===== config.mk =====
export PLATFORM = sky130hd
export DESIGN_NAME = retire_buffer
export DESIGN_NICKNAME = d
export VERILOG_FILES = /design/src/rtl/retire_buffer.sv
export SDC_FILE = /design/constraint.sdc
export NUM_CORES = 1
export LEC_CHECK = 0
export BUFFER_PORTS_ARGS = -buffer_cell sky130_fd_sc_hd__buf_4
export CAP_MARGIN = 20
export CORE_MARGIN = 10
export CORE_UTILIZATION = 45
export DETAILED_ROUTE_END_ITERATION = 10
export SLEW_MARGIN = 0
export SYNTH_ARGS = -nofsm -noshare
export SYNTH_HDL_FRONTEND = slang
export SYNTH_SLANG_ARGS = --single-unit

===== constraint.sdc =====
create_clock -name clk -period 7.2 [get_ports clk]
set_input_delay 0.72 -clock clk [delete_from_list [all_inputs] [get_ports clk]]
set_output_delay 0.72 -clock clk [all_outputs]
set_load 0.05 [all_outputs]

===== src/rtl/retire_buffer.sv =====
// Retire buffer: queues completed pipeline requests for a ready/valid consumer, drives the
// pipeline's registered global stall near full, and kills queued entries matching a flush ID.
// Optional RETIRE_DROP_COUNT_EN adds a saturating drop_count of entries discarded as not live.
`ifndef ADDRESS_WIDTH
`define ADDRESS_WIDTH 32
`endif
`ifndef ID_WIDTH
`define ID_WIDTH 8
`endif

module retire_buffer #(
    parameter int DEPTH        = 8,
    parameter int STALL_MARGIN = 0
) (
    input  logic                      clk,
    input  logic                      reset,
    input  logic [`ADDRESS_WIDTH-1:0] in_address,
    input  logic [`ID_WIDTH-1:0]      in_id,
    input  logic                      in_valid,
    input  logic                      in_flush,
    input  logic [`ID_WIDTH-1:0]      in_flush_id,
    output logic [`ADDRESS_WIDTH-1:0] out_address,
    output logic [`ID_WIDTH-1:0]      out_id,
    output logic                      out_valid,
    input  logic                      out_ready,
    output logic                      out_stall,
    output logic [$clog2(DEPTH):0]    count
`ifdef RETIRE_DROP_COUNT_EN
    ,
    output logic [15:0]               drop_count
`endif
);

    localparam int PW = $clog2(DEPTH);
    localparam int CW = PW + 1;
    localparam logic [CW-1:0] THRESH  = CW'(DEPTH - STALL_MARGIN);
    localparam logic [PW-1:0] PTR_ONE = PW'(1);

    logic [`ADDRESS_WIDTH-1:0] addr_q [DEPTH];
    logic [`ID_WIDTH-1:0]      id_q   [DEPTH];
    logic [DEPTH-1:0]          live_q, live_d;
    logic [PW-1:0]             wr_ptr_q, rd_ptr_q;
    logic [CW-1:0]             count_q, count_d;
    logic                      stall_q, stall_d;
    logic [PW-1:0]             occ_idx;

    logic push, pop, head_killed, head_flushed, head_live;

    assign push         = in_valid && !stall_q;
    assign head_killed  = (count_q != '0) && !live_q[rd_ptr_q];
    assign head_flushed = in_flush && (id_q[rd_ptr_q] == in_flush_id);
    assign head_live    = (count_q != '0) && live_q[rd_ptr_q] && !head_flushed;
    assign pop          = (head_live && out_ready) || head_killed;

    assign count_d = count_q + CW'(push) - CW'(pop);
    assign stall_d = (count_d >= THRESH);

    // A slot is occupied when its distance past rd_ptr is below count.
    always_comb begin
        live_d  = live_q;
        occ_idx = '0;
        for (int i = 0; i < DEPTH; i++) begin
            occ_idx = PW'(i) - rd_ptr_q;
            if (in_flush && ({1'b0, occ_idx} < count_q) && (id_q[i] == in_flush_id))
                live_d[i] = 1'b0;
        end
        if (push)
            live_d[wr_ptr_q] = !(in_flush && (in_id == in_flush_id));
    end

    always_ff @(posedge clk) begin
        if (reset) begin
            for (int i = 0; i < DEPTH; i++) begin
                addr_q[i] <= '0;
                id_q[i]   <= '0;
            end
            live_q   <= '0;
            wr_ptr_q <= '0;
            rd_ptr_q <= '0;
            count_q  <= '0;
            stall_q  <= 1'b0;
        end else begin
            if (push) begin
                addr_q[wr_ptr_q] <= in_address;
                id_q[wr_ptr_q]   <= in_id;
                wr_ptr_q         <= wr_ptr_q + PTR_ONE;
            end
            if (pop)
                rd_ptr_q <= rd_ptr_q + PTR_ONE;
            live_q  <= live_d;
            count_q <= count_d;
            stall_q <= stall_d;
        end
    end

`ifdef RETIRE_DROP_COUNT_EN
    logic [15:0] drop_q;

    always_ff @(posedge clk) begin
        if (reset)
            drop_q <= '0;
        else if (head_killed && (drop_q != 16'hFFFF))
            drop_q <= drop_q + 16'd1;
    end

    assign drop_count = drop_q;
`endif

    assign out_address = addr_q[rd_ptr_q];
    assign out_id      = id_q[rd_ptr_q];
    assign out_valid   = head_live;
    assign out_stall   = stall_q;
    assign count       = count_q;

endmodule


; Word level (Yosys, flattened, before mapping)
; Memories as Yosys holds them, arrays and structs flattened. A register that Yosys moved wholly into a read port is not among the register bits.
; Cells that the tools add are included.
[op_classes]
n_mux = 29
reduce_logical = 32
n_lt_le_gt_ge = 12
n_eq_ne = 10
add_sub_neg = 12
[op_table]
columns = operator, count
row1 = equality test 8 bit, 10
row2 = < comparator 3 x 4 -> 1 bit, 8
row3 = two-way mux 32 bit, 1
row4 = OR reduction 32 bit, 1
row5 = logical AND 1 bit, 24
row6 = two-way mux 3 bit, 6
row7 = two-way mux 1 bit, 17
row8 = two-way mux 8 bit, 2
row9 = "subtractor 3 bit, first input constant", 4
row10 = bitwise mux 8 bit, 1
row11 = "< comparator 3 x 4 -> 1 bit, second input constant", 2
row12 = OR reduction 8 bit, 1
row13 = "adder 3 x 1 -> 3 bit, second input constant", 2
row14 = "subtractor 1 x 3 -> 3 bit, first input constant", 2
row15 = "subtractor 2 x 3 -> 3 bit, first input constant", 2
row16 = adder 4 x 1 -> 4 bit, 1
row17 = "greater-or-equal comparator 4 bit, second input constant", 1
row18 = zero test 1 bit, 4
row19 = nonzero test 4 bit, 1
row20 = subtractor 4 x 1 -> 4 bit, 1
row21 = binary-select mux 1 bit (select 3 bit), 1
row22 = demux 1 bit (select 3 bit), 1
row23 = "greater-or-equal comparator 3 x 1 -> 1 bit, second input constant", 1
row24 = logical OR 1 bit, 1
[word_totals]
n_memories = 2
regBits = 19
ramBits = 320
[mem_list]
columns = name, words, width, read_ports, rd_clocked_by_memory_dff, write_ports, line
row1 = addr_q, 8, 32, 1, 1, 8, 39  ; logic [`ADDRESS_WIDTH-1:0] addr_q [DEPTH];
row2 = id_q, 8, 8, 9, 1, 8, 40  ; logic [`ID_WIDTH-1:0] id_q [DEPTH];

; Logic depth before layout (Yosys ltp)
[depth]
depth_word = 8
depth_mapped = 17
mapped_depth_nobuf = 14

; Least setup slack after synthesis
; No wires, ideal clock.
[synth_timing]
path_type = flip-flop to flip-flop
startpoint = reg (tool-made name)
endpoint = reg count_q[2] (netlist: count[2])
setup_ns = 0.128
period_less_slack_ns = 3.339
setup_slack_ns = 3.861
path_buffers = 3
arrival_time_ns = 3.212
path_stages_with_launch = 17
required_ns = 7.072
cell_sequence = dfxtp_1 > buf_6 > buf_12 > buf_12 > mux2i_1 > a22o_1 > a221oi_4 > xnor2_1 > nand4_2 > a31oi_4 > inv_1 > ha_1 > inv_1 > ha_1 > fa_1 > xnor2_1 > nor2_1
[synth_rtl]
columns = item, line
row1 = "end signal, assigned", 91  ; count_q <= count_d;
row2 = "end, declared", 43  ; logic [CW-1:0] count_q, count_d;

==> qor.txt <==
status -> completed
share of cells above drive strength 1 -> 23.5%
Gate power share -> 35.7%
clock sink count -> 341
ys flop type -> edfxtp_1
Reg power frac -> 37.7%
buffers added on ports -> 98
Endpoint, Worst Hold -> live_q[0]
Layout Nets -> 1308
fin crit share -> 58.8%
TritonRoute pass-1 iters -> 5
HPWL Detailed -> 23600 um
worst hold stages -> 2
H-tree Lvls -> 2
CTS Buf Count -> 39
Max VDD drop -> 0.288 mV
Syn Inst Count -> 1147
vias -> 9361
Final Skew -> 0.00851 ns
number of max-cap violations -> 0
share of the synthesized area in the top cell type -> 57.7%
asr flop ratio synth -> 0%
largest net degree at the start of global routing -> 51
HP Start -> live_q[0]
Die Wd -> 212 um
Die ar. -> 45100 um^2
initial antenna violation count -> 1
row cnt -> 70
Worst-Skew Late Latency -> 0.52 ns
1st-iter DRT viols -> 593
IO Count -> 99
Post-CTS Setup Bufs -> 0
final core occ -> 52.0%
worst slew pin tran -> 1.11 ns
vias in the first global route -> 9811
Hold WC Path Type -> reg -> reg
worst endpoint data arrival time -> 3.52 ns
top cells by count, synth -> and2_1 (321), edfxtp_1 (320), mux4_2 (72)
Net Sw Frac -> 35.3%
clk slew on worst S/H paths -> 0.06 ns
final slew viol count -> 0
first-pass GRT wire length -> 63100 um
vias per cell -> 5.41
PD cells -> 354 nW/um^2
fin crit period -> 4.24 ns
Final Hold Fails -> 0
gr ovfl total -> 0
Post-Route WL -> 42300 um
cell area after synthesis -> 16700 um^2
number of routed nets with antenna violations -> 0
Synth Warn # -> 0
sequential area share after synthesis -> 60.2%
post-synthesis mux area share -> 14.1%
synthesized flop and latch total -> 341
total negative slack -> 0 ns
area delta synth->final -> 14.0%
Diodes inserted -> 0
simple-gate share of the synthesized area -> 14.7%
FF-to-FF End -> count[2]
Max Fclk -> 0.236 GHz
CP Max Fanout -> 38
Starting Density -> 45.6%
power share of the clock group -> 26.6%
FF-to-FF path depth -> 13
Leak -> 7.02 nW
RSZ-0062 raised after global routing -> no
Slew HR -> 25.3%
final number of setup-violating endpoints -> 0
count leader, synth -> and2_1
Post-synth EDFFs -> 320
residual DRC count -> 0
post-place setup slack -> 3.00 ns
critical path startpoint category -> register
adder-cell share of the synthesized area -> 1.62%
Post-Syn Nets -> 1221
Synth area leaders -> edfxtp_1 (58%), and2_1 (12%), mux4_2 (9.7%)
Fin Hold WS -> 0.459 ns
buffer depth of the longest clock path -> 3
XOR/XNOR share of the synthesized area -> 4.52%
routability congestion estimate -> 0.803
CTS root buf -> clkbuf_16
reg2reg setup slack -> 3.02 ns
Mapped Avg Cell Area -> 14.5 um^2
largest area contributor in the netlist -> edfxtp_1
sw power -> 0.00238 W
complex-gate fraction of the synthesized area -> 2.00%
post-synthesis cell type count -> 46
CTS tree -> built
total design power -> 0.00673 W
largest family of logic cells by synthesized area -> simple AND/OR/NAND/NOR gates
core area -> 36500 um^2
CP Capture Type -> primary output
Hold-fix buffers, CTS -> 0
PostCTS Resize Cnt -> 0
Setup WS post-layout -> 2.96 ns
internal power -> 0.00435 W
Chip Height -> 212 um
WL per Instance -> 24.4 um
gr usage total -> 18.8%
Critical Setup Path Class -> reg -> out
Worst Path Required -> 6.48 ns
worst max-delay path by stage:
stage	start	endpoint	slack [ns]
floorplan	register	count[2]	3.86
global placement	register	count[2]	3.06
detailed placement	register	count[2]	3.00
CTS	register	out_valid	2.92
global route	register	out_valid	2.81
finish	register	out_valid	2.96
final cells by class:
cell class / instances / area, um^2
inverters: 36 / 135
repair buffers: 119 / 906
multi-input cells: 697 / 6200
clock buffers: 51 / 1020
fillers: 3036 / 17500
flip-flops and latches: 341 / 10000
clock inverters: 17 / 101
well taps: 468 / 586
power groups by stage:
stage               registers (W)  logic, W  clock network, W
finish                    0.00254   0.00240           0.00179
global route              0.00256   0.00258           0.00190
CTS                       0.00254   0.00244           0.00182
detailed placement        0.00258   0.00243                 0
global placement          0.00258   0.00241                 0
floorplan                 0.00247   0.00184                 0
cell families after synthesis:
kind of cell	Yosys count
compound gates	46
mux	140
xor+xnor	86
simple gates	404
flops	341
buf+inv	109
fa+ha+maj	21
worst max-delay path: stages (launching register included):
cell and delay, ns:
dfxtp_4 0.78, buf_4 0.61, mux4_2 0.60, xnor2_1 0.14, nor2_1 0.20, nand4_2 0.22, and3_1 0.22, buf_4 0.19
registers in the layout, summed over array words and instances (netlist names), named ones only:
| name | count |
|---|---|
| addr_q | 256 |
| count | 3 |
| id_q | 64 |
| live_q | 8 |
| out_stall | 1 |
| rd_ptr_q | 3 |
| wr_ptr_q | 3 |
routing by layer:
| layer | part of all wire, % | global-route usage (%) | vias up |
|---|---|---|---|
| li1 | - | - | 4317 |
| met1 | 43 | 25.2 | 4760 |
| met2 | 49 | 31.5 | 229 |
| met3 | 5.6 | 3.11 | 53 |
| met4 | 1.8 | 4.46 | 2 |
| met5 | 0.031 | 0 | - |
through the flow:
| step | instances | cell area (um^2) |
|---|---|---|
| after floorplan | 1147 | 16700 |
| after global placement | 1660 | 17800 |
| after detailed placement | 1660 | 17800 |
| after CTS | 1728 | 19000 |
| after global routing | 1729 | 19000 |
| final | 1729 | 19000 |
cells in the final DEF (no fill, tap or decap), drive strengths merged, types with 20 or more instances in the layout:
master / synthesis / layout
buf: 23 / 119
ha: 20 / 20
mux2: 37 / 37
dfxtp: 21 / 21
and2: 321 / 321
xor2: 28 / 28
mux2i: 31 / 31
edfxtp: 320 / 320
clkbuf: 50 / 51
inv: 36 / 37
mux4: 72 / 72
xnor2: 58 / 58
(Power assumes the default switching activity.)
